--- src/rtl/i2c_spi_pkg.sv ---
// Shared types and constants for the I2C-to-SPI bridge receive path.
package i2c_spi_pkg;

  typedef enum logic [2:0] {
    ST_IDLE,
    ST_ADDR,
    ST_ADDR_ACK,
    ST_DATA,
    ST_DATA_ACK,
    ST_IGNORE
  } i2c_state_e;

  localparam logic [6:0] I2C_ADDR_DEFAULT = 7'h42;

endpackage

--- src/rtl/i2c_sync_edge.sv ---
// Synchroniser plus history flop for one I2C line; flags rising and falling edges.
module i2c_sync_edge #(
  parameter int SYNC_STAGES = 2
) (
  input  logic clk_i,
  input  logic rst_i,
  input  logic line_i,
  output logic level_o,
  output logic rise_o,
  output logic fall_o
);

  logic [SYNC_STAGES-1:0] sync_q, sync_d;
  logic                   hist_q, hist_d;

  always_comb begin
    sync_d    = sync_q << 1;
    sync_d[0] = line_i;
    hist_d    = sync_q[SYNC_STAGES-1];
  end

  // Reset to 1 so an idle (pulled-up) bus produces no spurious edge.
  always_ff @(posedge clk_i) begin
    if (rst_i) begin
      sync_q <= '1;
      hist_q <= 1'b1;
    end else begin
      sync_q <= sync_d;
      hist_q <= hist_d;
    end
  end

  assign level_o = sync_q[SYNC_STAGES-1];
  assign rise_o  = level_o & ~hist_q;
  assign fall_o  = ~level_o & hist_q;

endmodule

--- src/rtl/i2c_target_rx.sv ---
// Write-only I2C target: receives bytes addressed to I2C_ADDR and hands them
// to the SPI stage through a single holding register with valid/ready.
module i2c_target_rx
  import i2c_spi_pkg::*;
#(
  parameter logic [6:0] I2C_ADDR    = I2C_ADDR_DEFAULT,
  parameter int         SYNC_STAGES = 2
) (
  input  logic       i2c_wb_clk_i,
  input  logic       i2c_wb_rst_i,
  input  logic       scl_i,
  input  logic       sda_i,
  output logic       sda_oe_o,
  output logic [7:0] rx_data_o,
  output logic       rx_valid_o,
  input  logic       rx_ready_i,
  output logic       rx_first_o,
  output logic       busy_o,
  output logic       overrun_o
);

  logic scl, scl_rise, scl_fall;
  logic sda, sda_rise, sda_fall;

  i2c_sync_edge #(.SYNC_STAGES(SYNC_STAGES)) u_scl_sync (
    .clk_i  (i2c_wb_clk_i),
    .rst_i  (i2c_wb_rst_i),
    .line_i (scl_i),
    .level_o(scl),
    .rise_o (scl_rise),
    .fall_o (scl_fall)
  );

  i2c_sync_edge #(.SYNC_STAGES(SYNC_STAGES)) u_sda_sync (
    .clk_i  (i2c_wb_clk_i),
    .rst_i  (i2c_wb_rst_i),
    .line_i (sda_i),
    .level_o(sda),
    .rise_o (sda_rise),
    .fall_o (sda_fall)
  );

  i2c_state_e state_q, state_d;
  logic [2:0] bit_cnt_q, bit_cnt_d;
  logic [6:0] shift_q, shift_d;
  logic       sda_oe_q, sda_oe_d;
  logic [7:0] rx_data_q, rx_data_d;
  logic       rx_valid_q, rx_valid_d;
  logic       rx_first_q, rx_first_d;
  logic       first_pending_q, first_pending_d;
  logic       busy_q, busy_d;
  logic       overrun_q, overrun_d;

  logic       start_det, stop_det;
  logic [7:0] byte_w;

  assign start_det = sda_fall & scl;
  assign stop_det  = sda_rise & scl;
  assign byte_w    = {shift_q, sda};

  always_comb begin
    state_d         = state_q;
    bit_cnt_d       = bit_cnt_q;
    shift_d         = shift_q;
    sda_oe_d        = sda_oe_q;
    rx_data_d       = rx_data_q;
    rx_valid_d      = rx_valid_q;
    rx_first_d      = rx_first_q;
    first_pending_d = first_pending_q;
    busy_d          = busy_q;
    overrun_d       = overrun_q;

    if (rx_valid_q && rx_ready_i) rx_valid_d = 1'b0;

    if (start_det) begin
      state_d   = ST_ADDR;
      bit_cnt_d = 3'd0;
      sda_oe_d  = 1'b0;
    end else if (stop_det) begin
      state_d  = ST_IDLE;
      sda_oe_d = 1'b0;
      busy_d   = 1'b0;
    end else begin
      case (state_q)
        ST_ADDR: begin
          if (scl_rise) begin
            shift_d   = byte_w[6:0];
            bit_cnt_d = bit_cnt_q + 3'd1;
            if (bit_cnt_q == 3'd7) begin
              if (byte_w[7:1] == I2C_ADDR && !byte_w[0]) begin
                state_d         = ST_ADDR_ACK;
                busy_d          = 1'b1;
                first_pending_d = 1'b1;
              end else begin
                state_d = ST_IGNORE;
                busy_d  = 1'b0;
              end
            end
          end
        end
        // sda_oe doubles as the ACK phase marker: first SCL fall drives, second releases.
        ST_ADDR_ACK, ST_DATA_ACK: begin
          if (scl_fall) begin
            if (!sda_oe_q) begin
              sda_oe_d = 1'b1;
            end else begin
              sda_oe_d = 1'b0;
              state_d  = ST_DATA;
            end
          end
        end
        ST_DATA: begin
          if (scl_rise) begin
            shift_d   = byte_w[6:0];
            bit_cnt_d = bit_cnt_q + 3'd1;
            if (bit_cnt_q == 3'd7) begin
              if (!rx_valid_q || rx_ready_i) begin
                rx_data_d       = byte_w;
                rx_valid_d      = 1'b1;
                rx_first_d      = first_pending_q;
                first_pending_d = 1'b0;
                state_d         = ST_DATA_ACK;
              end else begin
                overrun_d = 1'b1;
                state_d   = ST_IGNORE;
              end
            end
          end
        end
        default: ;
      endcase
    end
  end

  always_ff @(posedge i2c_wb_clk_i) begin
    if (i2c_wb_rst_i) begin
      state_q         <= ST_IDLE;
      bit_cnt_q       <= 3'd0;
      shift_q         <= 7'd0;
      sda_oe_q        <= 1'b0;
      rx_data_q       <= 8'h00;
      rx_valid_q      <= 1'b0;
      rx_first_q      <= 1'b0;
      first_pending_q <= 1'b0;
      busy_q          <= 1'b0;
      overrun_q       <= 1'b0;
    end else begin
      state_q         <= state_d;
      bit_cnt_q       <= bit_cnt_d;
      shift_q         <= shift_d;
      sda_oe_q        <= sda_oe_d;
      rx_data_q       <= rx_data_d;
      rx_valid_q      <= rx_valid_d;
      rx_first_q      <= rx_first_d;
      first_pending_q <= first_pending_d;
      busy_q          <= busy_d;
      overrun_q       <= overrun_d;
    end
  end

  assign sda_oe_o   = sda_oe_q;
  assign rx_data_o  = rx_data_q;
  assign rx_valid_o = rx_valid_q;
  assign rx_first_o = rx_first_q;
  assign busy_o     = busy_q;
  assign overrun_o  = overrun_q;

endmodule

--- config.mk ---
export PLATFORM = sky130hd
export DESIGN_NAME = i2c_target_rx
export DESIGN_NICKNAME = d
export VERILOG_FILES = /design/src/rtl/i2c_spi_pkg.sv /design/src/rtl/i2c_sync_edge.sv /design/src/rtl/i2c_target_rx.sv
export SDC_FILE = /design/constraint.sdc
export NUM_CORES = 1
export LEC_CHECK = 0
export ABC_CLOCK_PERIOD_IN_PS = 1700
export CAP_MARGIN = 20
export CORE_ASPECT_RATIO = 1.4
export CORE_MARGIN = 4
export CORE_UTILIZATION = 45
export DETAILED_ROUTE_END_ITERATION = 12
export PLACE_DENSITY = 0.69
export REMOVE_ABC_BUFFERS = 1
export SKIP_LAST_GASP = 1
export SLEW_MARGIN = 5
export SYNTH_ARGS = -nofsm -noshare
export SYNTH_HDL_FRONTEND = slang
export SYNTH_SLANG_ARGS = --single-unit
export TNS_END_PERCENT = 1
--- constraint.sdc ---
create_clock -name i2c_wb_clk_i -period 1.7 [get_ports i2c_wb_clk_i]
set_clock_uncertainty 0.05 [all_clocks]
set_input_delay 0.255 -clock i2c_wb_clk_i [delete_from_list [all_inputs] [get_ports i2c_wb_clk_i]]
set_output_delay 0.255 -clock i2c_wb_clk_i [all_outputs]
set_load 0.01 [all_outputs]
==> impl_metrics.csv <==
group,metric,value,unit
outcome,status,"finished, violations left",
outcome,violations,"setup timing",
clocking,clk_pin_slew,0.07,ns
synth,synth_xor_area_share,2.431,%
global_routing,grt_pass1_wl,5444,µm
sta,rsz0062_at_grt,"true",
sta,tightest_slew,0.4733,ns
global_routing,antenna_found_initial,0,
synth,ys_ff_latch,33,
cells_and_area,antenna_cells,0,
sta,period_share,100.4,%
worst_setup_path,crit_path_cell_trace,"ha_4 > ha_4 > nand4b_1 > buf_6 > a211oi_4 > buf_4 > a21oi_1 > o21a_1",
placement,dp_hpwl,2232,µm
worst_hold_path,hold_end,"u_scl_sync.sync_q[1]",
synth,yosys_most_used_dff,"dfxtp_1",
detailed_routing,routedWlPerCell,15.76,µm
worst_setup_path,cp_common_cell,"ha_4",
global_routing,overflow,0,
clocking,cts_tree,"yes",
synth,syn_area,0.001441,mm²
power_and_ir_drop,combPwrFrac,4.6,%
synth,ys_seq_area_share,45.83,%
detailed_routing,num_vias,1273,
power_and_ir_drop,fin_total_pwr,1.625,mW
power_and_ir_drop,vdd_ir_drop_max,0.0008386,V
sta,layout_min_cycle_time,1.706,ns
power_and_ir_drop,clockPowerShare,47.0,%
worst_hold_path,min-delay-start,"u_scl_sync.sync_q[0]",
sta,worst_slack,-0.006250,ns
worst_setup_path,critPathMaxFanout,6,
clocking,clock_latency,0.29,ns
die,die_h,74.97,µm
cells_and_area,layout_common_cells,"31 x dfxtp_1, 17 x clkdlybuf4s50_1, 15 x buf_4, 14 x nor2_1, 13 x a21oi_1",
worst_setup_path,reg2reg_slack,-0.006,ns
power_and_ir_drop,p_seq_share,48.4,%
worst_setup_path,path_buf_inv,2,
clocking,ctsHoldBuffers,0,
worst_setup_path,crit_family,"compound AO/OA/AOI/OAI gates",
global_routing,grt_max_degree,22,
worst_setup_path,critPathKind,"reg -> reg",
die,io_pins,18,
synth,synth_fa_ha_area_share,1.736,%
synth,synth_edf_count,0,
cells_and_area,final_common_cell,"dfxtp_1",
job,drv_cap,0,
clocking,clockBufferDepth,2,
power_and_ir_drop,switchingPower,0.3299,mW
synth,yosys.cell_types.count,40,
detailed_routing,final_antenna_net_count,0,
synth,ys_warn_count,0,
detailed_routing,drt-total-wl,3578,µm
die,fp.dieW,55.83,µm
synth,postSynthCellCount,153,
clocking,cts_root_buf,"clkbuf_8",
global_routing,grt_pass1_vias,1257,
placement,place_congestion,0.8253,
placement,io_buffers,17,
cells_and_area,fillers,239,
cells_and_area,nets,194,
worst_setup_path,cp_slowest_cell,"dfxtp_2",
synth,synth_compound_area_share,18.92,%
die,core_area,0.003093,mm²
synth,synth_simple_gate_area_share,21.61,%
power_and_ir_drop,p_per_area,794.2,mW/mm²
sta,setup-violations-final,1,
synth,synthArstFlopShare,0,%
worst_hold_path,hold_depth,1,
sta,slew_headroom,68.35,%
synth,synth_area_per_cell,9.421,µm²
worst_setup_path,worstRegToRegCells,8,
die,num_rows,24,
synth,synth_top_family_by_area,"simple AND/OR/NAND/NOR gates",
detailed_routing,drc,0,
cells_and_area,final_core_util,66.14,%
clocking,cts_buffers,5,
worst_setup_path,r2r-start,"bit_cnt_q[0]",
clocking,cts_sinks,33,
sta,finalHoldViolations,0,
power_and_ir_drop,p_leak,0.7915,nW
cells_and_area,drive_gt1_share,31.38,%
sta,fmax,586.1,MHz
global_routing,grt_util_all_layers,16.93,%
worst_setup_path,cp-end-kind,"flip-flop",
detailed_routing,viasPerCell,5.608,
die,start_util,46.60,%
worst_setup_path,r2r_end,"first_pending_q",
power_and_ir_drop,intPower,1.295,mW
worst_setup_path,arrival,1.85,ns
worst_hold_path,worstHoldPathType,"reg -> reg",
power_and_ir_drop,p_sw_share,20.31,%
die,die_area,0.004185,mm²
cells_and_area,syn_to_final_growth,41.93,%
clocking,cts_htree_levels,2,
worst_setup_path,max_stage_delay,0.35,ns
synth,muxShareOfSynthArea,6.250,%
worst_setup_path,cp.required,1.84,ns
sta,finalMaxSlewViolations,0,
detailed_routing,drtIter0Drc,31,
worst_setup_path,startpoint_type,"flip-flop",
detailed_routing,dr.pass1.iters,4,
[flip-flops by register name, indices dropped and copies added (netlist names), 2 cells and up]
register / count
u_scl_sync.sync_q: 2
rx_data_o: 8
state_q: 3
u_sda_sync.sync_q: 2
shift_q: 7
bit_cnt_q: 3
[layer usage]
layer	track usage, %	up-vias	wire, µm
met3	5.660	10	143
met4	9.235	0	94
met1	17.85	611	1464
met5	0	-	0
met2	30.13	33	1876
li1	-	619	-
[power groups by stage]
stage | clock network [mW] | registers [mW] | logic (mW)
2_1_floorplan | 0 | 0.806 | 0.0254
6_report | 0.763 | 0.787 | 0.0751
3_5_place_dp | 0 | 0.803 | 0.0669
5_1_grt | 0.802 | 0.787 | 0.0822
3_3_place_gp | 0 | 0.803 | 0.0651
4_1_cts | 0.773 | 0.786 | 0.0690
[cells in the mapped netlist (2+ instances only)]
library cell / instances / area share (%)
clkbuf_1: 5 / 1.3
mux2i_1: 9 / 6.3
or2_2: 6 / 2.6
nor2_1: 14 / 3.6
a21oi_1: 15 / 5.2
nor2b_1: 2 / 0.87
dfxtp_1: 33 / 46
xor2_1: 3 / 1.8
nand3_1: 11 / 3.8
nand2_1: 4 / 1.0
buf_2: 3 / 1.0
a211o_1: 2 / 1.2
o31ai_1: 2 / 1.0
ha_1: 2 / 1.7
nand3b_1: 2 / 1.0
a31oi_1: 2 / 0.87
nand2b_1: 5 / 2.2
o21ai_0: 9 / 3.1
a2bb2oi_1: 2 / 1.2
inv_1: 2 / 0.52
[area by class of cell]
class	instances	area (µm²)	share of cell area (%)
Multi-Input combinational cell	110	884.6	43.24
Sequential cell	33	663.1	32.42
Inverter	2	7.507	0.3670
Clock inverter	1	30.03	1.468
Clock buffer	7	86.33	4.220
Timing Repair Buffer	35	325.3	15.90
Tap cell	39	48.80	2.385
[per-stage QoR]
step           instances  setup slack (ns)  area, µm²  hold WS (ns)    TNS, ns
2_1_floorplan        144          -0.03546       1403        0.2741   -0.08096
3_5_place_dp         215          -0.09658       1747        0.3444    -0.5948
4_1_cts              223          -0.03501       1886        0.3611    -0.1152
3_3_place_gp         215          -0.01819       1747        0.3436   -0.02115
5_1_grt              227          -0.07900       2046        0.3750    -0.5781
6_report             227         -0.006250       2046        0.3607  -0.006250
[worst max path at each step]
stage	startpoint	end	slack, ns	depth (start not counted)
5_1_grt	bit_cnt_q[0]	first_pending_q	-0.08	8
6_report	bit_cnt_q[0]	first_pending_q	-0.006	8
3_3_place_gp	shift_q[5]	state_q[0]	-0.02	4
3_5_place_dp	bit_cnt_q[1]	rx_data_o[4]	-0.1	6
4_1_cts	bit_cnt_q[1]	rx_data_o[5]	-0.04	6
2_1_floorplan	bit_cnt_q[0]	first_pending_q	-0.04	6
[logic make-up (layout without fill, tap and decap cells)]
group / after synthesis / in the layout
AND/OR/NAND/NOR: 53 / 53
XOR/XNOR: 4 / 4
adder cells (fa/ha/maj): 2 / 2
flip-flops: 33 / 33
multiplexers: 9 / 9
AO/OA/AOI/OAI: 41 / 42
buffers and inverters: 11 / 45
[timing repair]
action / 4_1_cts / 5_1_grt
setup endpoints to repair: 11 / 15
gates resized for setup: 4 / 35
pin swaps: 3 / 11
hold endpoints to repair: 0 / 0
cloned: 0 / 2
buffers inserted: 0 / 2
No activity file was read; power rests on OpenSTA's default activity.
